==> src/rtl/uart_cmd_rx.sv <==
`default_nettype none
// ============================================================================
// Module   : uart_cmd_rx
// Brief    : Receive-side ASCII command parser. Decodes register-write lines
//            of the form  R<n>:<hex digits><CR|LF>  arriving byte by byte
//            from the UART receiver and emits a one-cycle command strobe
//            carrying the register index and data word, or a one-cycle
//            error strobe when a line is malformed or stalls.
// Revision : 1.0  initial release
// ============================================================================
module uart_cmd_rx #(
    parameter int DP_WIDTH    = 16,  // data word width, 4 bits per hex digit
    parameter int NUM_NIB     = 4,   // exact hex digit count per command
    parameter int TIMEOUT_CYC = 0    // inter-byte timeout in cycles, 0 = off
) (
    input  logic                clk,
    input  logic                rst,
    input  logic [7:0]          i_rx_data,
    input  logic                i_rx_valid,
    output logic                o_cmd_valid,
    output logic [1:0]          o_cmd_reg,
    output logic [DP_WIDTH-1:0] o_cmd_data,
    output logic                o_cmd_err,
    output logic                o_busy
);

    // ------------------------------------------------------------------------
    // Character codes
    // ------------------------------------------------------------------------
    localparam logic [7:0] C_CH_R     = 8'h52;
    localparam logic [7:0] C_CH_COLON = 8'h3A;
    localparam logic [7:0] C_CH_CR    = 8'h0D;
    localparam logic [7:0] C_CH_LF    = 8'h0A;
    localparam logic [7:0] C_CH_0     = 8'h30;
    localparam logic [7:0] C_CH_3     = 8'h33;
    localparam logic [7:0] C_CH_9     = 8'h39;
    localparam logic [7:0] C_CH_UA    = 8'h41;
    localparam logic [7:0] C_CH_UF    = 8'h46;
    localparam logic [7:0] C_CH_LA    = 8'h61;
    localparam logic [7:0] C_CH_LF_HEX = 8'h66;

    // ------------------------------------------------------------------------
    // State encoding
    // ------------------------------------------------------------------------
    localparam logic [2:0] ST_IDLE  = 3'd0;
    localparam logic [2:0] ST_REG   = 3'd1;
    localparam logic [2:0] ST_COLON = 3'd2;
    localparam logic [2:0] ST_HEX   = 3'd3;
    localparam logic [2:0] ST_TERM  = 3'd4;

    // Digit counter sizing; the last digit index ends the hex field.
    localparam int              C_NIB_W    = (NUM_NIB > 1) ? $clog2(NUM_NIB) : 1;
    localparam logic [C_NIB_W-1:0] C_NIB_LAST = C_NIB_W'(NUM_NIB - 1);

    // Timeout counter must be able to hold TIMEOUT_CYC itself.
    localparam int C_TO_W = (TIMEOUT_CYC > 0) ? $clog2(TIMEOUT_CYC + 1) : 1;

    logic [2:0]          r_state;
    logic [1:0]          r_reg_idx;
    logic [DP_WIDTH-1:0] r_shift;
    logic [C_NIB_W-1:0]  r_nib_cnt;
    logic                r_cmd_valid;
    logic                r_cmd_err;
    logic [1:0]          r_cmd_reg;
    logic [DP_WIDTH-1:0] r_cmd_data;

    logic                w_is_hex;
    logic [3:0]          w_nib;
    logic                w_is_term;
    logic                w_bad;
    logic                w_to_expire;

    // Hex digit recognition and nibble value (upper and lower case letters).
    always_comb begin
        w_is_hex = 1'b0;
        w_nib    = 4'd0;
        if (i_rx_data >= C_CH_0 && i_rx_data <= C_CH_9) begin
            w_is_hex = 1'b1;
            w_nib    = i_rx_data[3:0];
        end else if ((i_rx_data >= C_CH_UA && i_rx_data <= C_CH_UF) ||
                     (i_rx_data >= C_CH_LA && i_rx_data <= C_CH_LF_HEX)) begin
            // 'A'/'a' have low nibble 1, so adding 9 maps them to 10.
            w_is_hex = 1'b1;
            w_nib    = i_rx_data[3:0] + 4'd9;
        end
    end

    assign w_is_term = (i_rx_data == C_CH_CR) || (i_rx_data == C_CH_LF);

    // Flag a received byte that does not fit the field expected in this state.
    always_comb begin
        w_bad = 1'b0;
        if (i_rx_valid) begin
            case (r_state)
                ST_REG:   w_bad = !(i_rx_data >= C_CH_0 && i_rx_data <= C_CH_3);
                ST_COLON: w_bad = (i_rx_data != C_CH_COLON);
                ST_HEX:   w_bad = !w_is_hex;
                ST_TERM:  w_bad = !w_is_term;
                default:  w_bad = 1'b0;  // idle silently ignores stray bytes
            endcase
        end
    end

    generate
        if (TIMEOUT_CYC > 0) begin : g_timeout
            localparam logic [C_TO_W-1:0] C_TO_LIMIT = C_TO_W'(TIMEOUT_CYC);
            logic [C_TO_W-1:0] r_to_cnt;

            // Count quiet cycles of a partial command; saturate at the limit.
            always_ff @(posedge clk) begin
                if (rst) begin
                    r_to_cnt <= '0;
                end else if (i_rx_valid || (r_state == ST_IDLE)) begin
                    r_to_cnt <= '0;
                end else if (r_to_cnt != C_TO_LIMIT) begin
                    r_to_cnt <= r_to_cnt + 1'b1;
                end
            end

            // A byte landing in the expiry cycle takes precedence.
            assign w_to_expire = (r_state != ST_IDLE) && !i_rx_valid &&
                                 (r_to_cnt == C_TO_LIMIT);
        end else begin : g_no_timeout
            assign w_to_expire = 1'b0;
        end
    endgenerate

    // Command parser: state, field capture and registered strobes.
    always_ff @(posedge clk) begin
        if (rst) begin
            r_state     <= ST_IDLE;
            r_reg_idx   <= 2'd0;
            r_shift     <= '0;
            r_nib_cnt   <= '0;
            r_cmd_valid <= 1'b0;
            r_cmd_err   <= 1'b0;
            r_cmd_reg   <= 2'd0;
            r_cmd_data  <= '0;
        end else begin
            r_cmd_valid <= 1'b0;
            r_cmd_err   <= 1'b0;
            if (w_bad) begin
                // An offending 'R' is treated as the start of a new line.
                r_cmd_err <= 1'b1;
                r_state   <= (i_rx_data == C_CH_R) ? ST_REG : ST_IDLE;
            end else if (i_rx_valid) begin
                case (r_state)
                    ST_IDLE: begin
                        if (i_rx_data == C_CH_R) begin
                            r_state <= ST_REG;
                        end
                    end
                    ST_REG: begin
                        r_reg_idx <= i_rx_data[1:0];
                        r_state   <= ST_COLON;
                    end
                    ST_COLON: begin
                        r_shift   <= '0;
                        r_nib_cnt <= '0;
                        r_state   <= ST_HEX;
                    end
                    ST_HEX: begin
                        // First digit ends up in the MSBs after NUM_NIB shifts.
                        r_shift   <= {r_shift[DP_WIDTH-5:0], w_nib};
                        r_nib_cnt <= r_nib_cnt + 1'b1;
                        if (r_nib_cnt == C_NIB_LAST) begin
                            r_state <= ST_TERM;
                        end
                    end
                    ST_TERM: begin
                        r_cmd_valid <= 1'b1;
                        r_cmd_reg   <= r_reg_idx;
                        r_cmd_data  <= r_shift;
                        r_state     <= ST_IDLE;
                    end
                    default: begin
                        r_state <= ST_IDLE;
                    end
                endcase
            end else if (w_to_expire) begin
                r_cmd_err <= 1'b1;
                r_state   <= ST_IDLE;
            end
        end
    end

    assign o_cmd_valid = r_cmd_valid;
    assign o_cmd_err   = r_cmd_err;
    assign o_cmd_reg   = r_cmd_reg;
    assign o_cmd_data  = r_cmd_data;
    assign o_busy      = (r_state != ST_IDLE);

endmodule
`default_nettype wire

==> config.mk <==
export PLATFORM = sky130hd
export DESIGN_NAME = uart_cmd_rx
export DESIGN_NICKNAME = d
export VERILOG_FILES = /design/src/rtl/uart_cmd_rx.sv
export SDC_FILE = /design/constraint.sdc
export NUM_CORES = 1
export LEC_CHECK = 0
export CAP_MARGIN = 20
export CORE_UTILIZATION = 55
export CTS_BUF_LIST = sky130_fd_sc_hd__clkbuf_16
export CTS_CLUSTER_DIAMETER = 50
export DETAILED_ROUTE_END_ITERATION = 8
export PLACE_DENSITY = 0.89
export SETUP_SLACK_MARGIN = 0.15
export SKIP_LAST_GASP = 1
export SYNTH_ARGS = -nofsm -noshare
export SYNTH_HDL_FRONTEND = slang
export SYNTH_SLANG_ARGS = --single-unit
==> constraint.sdc <==
create_clock -name clk -period 3.72 [get_ports clk]
set_clock_uncertainty 0.1 [all_clocks]
set_input_delay 0.558 -clock clk [delete_from_list [all_inputs] [get_ports clk]]
set_output_delay 0.558 -clock clk [all_outputs]
set_load 0.03 [all_outputs]
==> results of run 1 <==
[synthesized netlist by cell type, types with 2 or more instances]
| cell type | instances |
|---|---|
| nand3_1 | 8 |
| clkbuf_1 | 7 |
| a22o_1 | 17 |
| o21ai_0 | 6 |
| nand2b_1 | 3 |
| ha_1 | 5 |
| nor2_1 | 5 |
| buf_2 | 3 |
| a31oi_2 | 2 |
| nor2b_1 | 5 |
| and2_1 | 2 |
| a31o_2 | 2 |
| inv_1 | 5 |
| o2111ai_1 | 3 |
| buf_6 | 3 |
| dfxtp_1 | 43 |
| a31oi_1 | 2 |
| a21oi_1 | 26 |
| nor3b_1 | 2 |
| nand3b_1 | 2 |
| nand2_1 | 44 |
| a21o_1 | 2 |
| nand4_1 | 5 |
[cells by family (layout without fill, tap and decap cells)]
kind of cell	count (synthesis)	after routing
AND/OR/NAND/NOR	87	87
AO/OA/AOI/OAI	68	68
flip-flops	43	43
buffers and inverters	20	47
adder cells (fa/ha/maj)	5	5
XOR/XNOR	1	1
multiplexers	1	1
[routing by layer]
metal	vias up	GRT usage
met5	-	0
met4	0	0.110
met3	6	0.0383
met2	61	0.399
met1	815	0.300
li1	871	-
[path summary, 6_finish.rpt]
path	startpoint	endpoint	slack [ns]	depth (start not counted)
worst max register to register	r_state[0]$_SDFFE_PP0P_	r_state[2]$_SDFFE_PP0P_	1.34	5
worst min register to register	o_cmd_data[12]$_SDFFE_PP0P_	o_cmd_data[12]$_SDFFE_PP0P_	0.35	2
worst min-delay path	o_cmd_data[12]$_SDFFE_PP0P_	o_cmd_data[12]$_SDFFE_PP0P_	0.35	2
worst max-delay path	i_rx_data[0]	r_state[2]$_SDFFE_PP0P_	0.75	8
[critical path, cell delays in order]
cell	delay [ns]
clkdlybuf4s50_1	0.59
inv_1	0.12
ha_1	0.22
or3b_1	0.19
nand3_1	0.13
o211a_4	0.29
nor4_4	0.73
a22o_2	0.27
[layout make-up]
class	instances	area, um^2
clock buffer	5	125
clock inverter	3	43.8
fill	256	931
inverter	5	18.8
multi-input combinational	162	1070
sequential	43	861
tap	46	57.6
timing repair buffer	34	333
[report_power, final]
part	switching [W]	internal (W)
logic	0.0000484	0.0000357
clock network	0.000171	0.000316
registers	0.00000441	0.000463
total	0.000224	0.000814
[metrics by stage]
step	cells	setup slack, ns	utilization
5_1_grt	298	0.534	0.730
4_1_cts	298	0.750	0.730
2_1_floorplan	225	1.42	-
3_3_place_gp	290	0.548	0.680
6_report	298	0.745	0.730
3_5_place_dp	290	0.461	0.680
==> metrics.txt, run 1 <==
status=finished, final reports clean; PwrDens=around 410 nW/um^2; Initial DRC Count=118; met2 wire len=2170 um; leak pwr=0.888 nW; Worst setup EP type=flip-flop; n_diodes=0; CP required=between 3 and 4 ns; Post-Synthesis Net Count=roughly 240; CTS Buf Count=5; minimum clock period=2.97 ns; final setup violating endpoints=0; post-synthesis adder-cell area fraction=0.0307; mean cell area of the mapped netlist=9.06 um^2; Design Power=0.00104 W; Peak Freq=336 MHz; DRC=0; Clk pin slew, worst setup/hold paths=~0.060 ns; P&R area growth vs syn=23.2%; gr usage total=0.240; DR vias=roughly 1800; CTS Hold Bufs=0; area post-placement=approximately 2300 um^2; CP Data Arrival Time=around 3.1 ns; crit start category=primary input; Max rail drop VDD=around 0.22 mV; Top FF cell, synth=dfxtp_1; initial antenna violation count=0; metal3 WL=about 210 um; post-cts repair resize count=0; Post-Syn Area=2040 um^2; CTS Sinks=43; post-synth top area share=0.422; total grt overflow=0; share of post-route cells with drive strength above 1=0.0992; Worst-Margin Slew=~0.87 ns; Placer Congestion=between 0.9 and 1; final hold vios=0; Crit Path Max Fanout=18; register area share after synthesis=0.422; Max-Cap Viols=0; num rows=21; CTS Buffer Depth=2; fin area=between 2000 and 3000 um^2; largest family of logic cells by synthesized area=compound AO/OA/AOI/OAI gates; DR vias/cell=5.88; starting density of the core=0.592; ANT nets after route=0; top post-synthesis cells by area=dfxtp_1, nand2_1, a22o_1; final WL=approximately 4400 um; # H-tree levels=2; Synth Instances=between 200 and 250; CTS root buffer=clkbuf_16; XOR/XNOR Fraction of Synth Area=0.00430; first-pass GRT wire length=between 7000 and 8000 um; Setup CP Type=primary input to flip-flop; mux share of post-synthesis cell area=0.00552; Hold Slack=between 0.3 and 0.4 ns; commonest non-fill, non-tap cell in the layout=nand2_1; RSZ-0062 raised after global routing=no; max_slew headroom=0.417; Final Max Tran Viols=0; Final HPWL DP=roughly 2900 um; Die W=around 63 um; Clk Latency, worst-skew pair=0.28 ns; fin nets=267; Compound-Gate Fraction of Synth Area=0.249; register bit total from synthesis=43; Hold Path Class=flip-flop to flip-flop; die height=62.9 um; Metal-1 WL=around 1900 um; crit share post-route=0.800; max layer used=met4; drt wl/cell=between 10 and 15 um; Core Region=about 3400 um^2; distinct cell type count after synthesis=46; largest net degree at the start of global routing=29; Ys Warns=0; setup TNS=0 ns; number of synthesized flops with an enable pin=0; Synth async-reset ratio=0; Synth Area in Simple Gates=0.237; TritonCTS clock tree=built; Ports=32; PortBufs=31; most frequent cells in the layout=nand2_1, dfxtp_1, clkdlybuf4s50_1; vias in the first global route=~1700; First-pass DRT Iterations=4; cell taking the most area after synthesis=dfxtp_1; Setup Fix Bufs, Post-CTS=0; DIE AREA=3950 um^2
Note: power is estimated with default switching activity, not from simulation.
==> inputs of run 2 (changes only) <==
--- a/config.mk
+++ b/config.mk
@@ -6,11 +6,11 @@
 export NUM_CORES = 1
 export LEC_CHECK = 0
 export CAP_MARGIN = 20
-export CORE_UTILIZATION = 55
+export CORE_UTILIZATION = 53
 export CTS_BUF_LIST = sky130_fd_sc_hd__clkbuf_16
 export CTS_CLUSTER_DIAMETER = 50
 export DETAILED_ROUTE_END_ITERATION = 8
-export PLACE_DENSITY = 0.89
+export PLACE_DENSITY = 0.87
 export SETUP_SLACK_MARGIN = 0.15
 export SKIP_LAST_GASP = 1
 export SYNTH_ARGS = -nofsm -noshare
==> constraint.sdc (replaced) <==
create_clock -name clk -period 3.1 [get_ports clk]
set_clock_uncertainty 0.1 [all_clocks]
set_input_delay 0.465 -clock clk [delete_from_list [all_inputs] [get_ports clk]]
set_output_delay 0.465 -clock clk [all_outputs]
set_load 0.03 [all_outputs]
==> run 2 against run 1 <==
Global-route usage decreased by 1.2 points. Sequential share of layout area shrank 0.44 points. First-iteration DRC count up 2.5%. Critical path depth is the same. Clock power up 19%. Flip-flop and latch count unchanged. Non-clock buffer count grew 4. Total power grew 20%. Critical endpoint unchanged.
==> metrics.txt, run 2 (synthesized netlist as in run 1, its figures left out) <==
Max-Cap Viols=0 (unchanged); Worst setup EP type=flip-flop; Clk pin slew, worst setup/hold paths=0.06 ns (about the same); # H-tree levels=2 (unchanged); Peak Freq=between 300 and 400 MHz; Initial DRC Count=121 (+2.5%); Core Util, Final=0.695 (-0.0347); DP Worst Slack=0.108 ns (-0.353 ns); CP required=3.23 ns (-0.61 ns); largest net degree at the start of global routing=28 (-3.4%); CTS root buffer=clkbuf_16; PwrDens=490 nW/um^2 (+18%); final setup violating endpoints=0 (unchanged); Clk Latency, worst-skew pair=0.28 ns (about the same); total grt overflow=0 (unchanged); DR vias=1699 (-3.1%); TritonCTS clock tree=built; crit share post-route=0.876; n_diodes=0 (unchanged); Setup CP Type=primary input to flip-flop; post-route setup slack=0.383 ns (-0.362 ns); drt wl/cell=13.2 um (-9.7%); share of post-route cells with drive strength above 1=0.113 (+0.0141); leak pwr=0.907 nW (+2.1%); RSZ-0062 raised after global routing=no; most frequent cells in the layout=nand2_1, dfxtp_1, clkdlybuf4s50_1; First-pass DRT Iterations=4 (unchanged); final WL=4010 um (-7.9%); commonest non-fill, non-tap cell in the layout=nand2_1; PortBufs=31 (unchanged); Core Region=3660 um^2 (+6.4%); ANT nets after route=0 (unchanged); Design Power=0.00125 W (+20%); max_slew headroom=0.429 (+0.0118); starting density of the core=0.557 (-0.0354); DR vias/cell=5.59 (-5.0%); Ports=32 (unchanged); Die W=64.0 um (+1.8%); first-pass GRT wire length=7270 um (-2.3%); CTS Buffer Depth=2 (unchanged); CTS Hold Bufs=0 (unchanged); Max rail drop VDD=0.281 mV (+26%); final hold vios=0 (unchanged); Hold Path Class=flip-flop to flip-flop; Placer Congestion=0.893 (-2.7%); die height=64.0 um (+1.8%); setup TNS=0 ns (unchanged); Worst-Margin Slew=0.851 ns (-0.0176 ns); CTS Buf Count=5 (unchanged); Crit Path Max Fanout=18 (unchanged); vias in the first global route=1620 (-2.1%); Final Max Tran Viols=0 (unchanged); num rows=22 (+4.8%); post-cts repair resize count=0 (unchanged); CTS Sinks=43 (unchanged); Final HPWL DP=2910 um (+1.7%); Setup Fix Bufs, Post-CTS=0 (unchanged); fin nets=271 (+1.5%); DRC=0 (unchanged); DIE AREA=4100 um^2 (+3.7%); multi-input logic area=1070 um^2 (unchanged); P&R area growth vs syn=24.8%; fillers=298 (+16%); CP Data Arrival Time=2.85 ns (-0.25 ns); gr usage total=0.228 (-0.0116); initial antenna violation count=0 (unchanged); minimum clock period=about 2.7 ns; crit start category=primary input; Reg area=861 um^2 (unchanged); status=finished, final reports clean
run 2: layout make-up:
| class | instances | area share |
|---|---|---|
| multi-input combinational | 162 | 0.422 |
| sequential | 43 | 0.338 |
| timing repair buffer | 38 | 0.143 |
| clock buffer | 5 | 0.0492 |
| tap | 48 | 0.0236 |
| clock inverter | 3 | 0.0172 |
| inverter | 5 | 0.00738 |
run 2: metal layers:
metal,up-vias,GRT usage,wire length [um]
li1,879,-,-
met4,0,0.105,78
met5,-,0,0
met1,769,0.277,1860
met2,46,0.383,1890
met3,5,0.0482,174
run 2: path summary, 6_finish.rpt:
path,cells past startpoint,end,startpoint,slack [ns]
max reg2reg,5,r_state[2]$_SDFFE_PP0P_,r_state[0]$_SDFFE_PP0P_,0.74
min reg2reg,2,o_cmd_data[9]$_SDFFE_PP0P_,o_cmd_data[9]$_SDFFE_PP0P_,0.35
max,8,r_state[2]$_SDFFE_PP0P_,i_rx_data[1],0.38
min,2,o_cmd_data[9]$_SDFFE_PP0P_,o_cmd_data[9]$_SDFFE_PP0P_,0.35
run 2: where the power goes:
group / switching, W / total [W] / internal [W]
sequential: 0.00000519 / 0.000561 / 0.000555
clock: 0.000203 / 0.000583 / 0.000379
combinational: 0.0000576 / 0.000103 / 0.0000456
run 2: metrics by stage:
stage,hold WS [ns],cell area [um^2],instances
6_report,0.347,2540,304
5_1_grt,0.375,2540,304
4_1_cts,0.350,2540,304
3_5_place_dp,0.342,2370,296
3_3_place_gp,0.338,2370,296
2_1_floorplan,0.333,2040,225
run 2: worst max-delay path, cell delays in order:
cell and delay, ns:
clkdlybuf4s50_1 0.47, buf_4 0.15, ha_1 0.22, nor2b_1 0.07, nor3_2 0.23, a2111oi_4 0.17
nor4_4 0.81, a22o_2 0.26
==> inputs of run 3 (changes only) <==
--- a/config.mk
+++ b/config.mk
@@ -9,7 +9,9 @@
 export CORE_UTILIZATION = 53
 export CTS_BUF_LIST = sky130_fd_sc_hd__clkbuf_16
 export CTS_CLUSTER_DIAMETER = 50
+export CTS_CLUSTER_SIZE = 10
 export DETAILED_ROUTE_END_ITERATION = 8
+export HOLD_SLACK_MARGIN = 0.05
 export PLACE_DENSITY = 0.87
 export SETUP_SLACK_MARGIN = 0.15
 export SKIP_LAST_GASP = 1
==> results of run 3 <==
No change in the layout: final DEF, timing and power equal those of run 2.
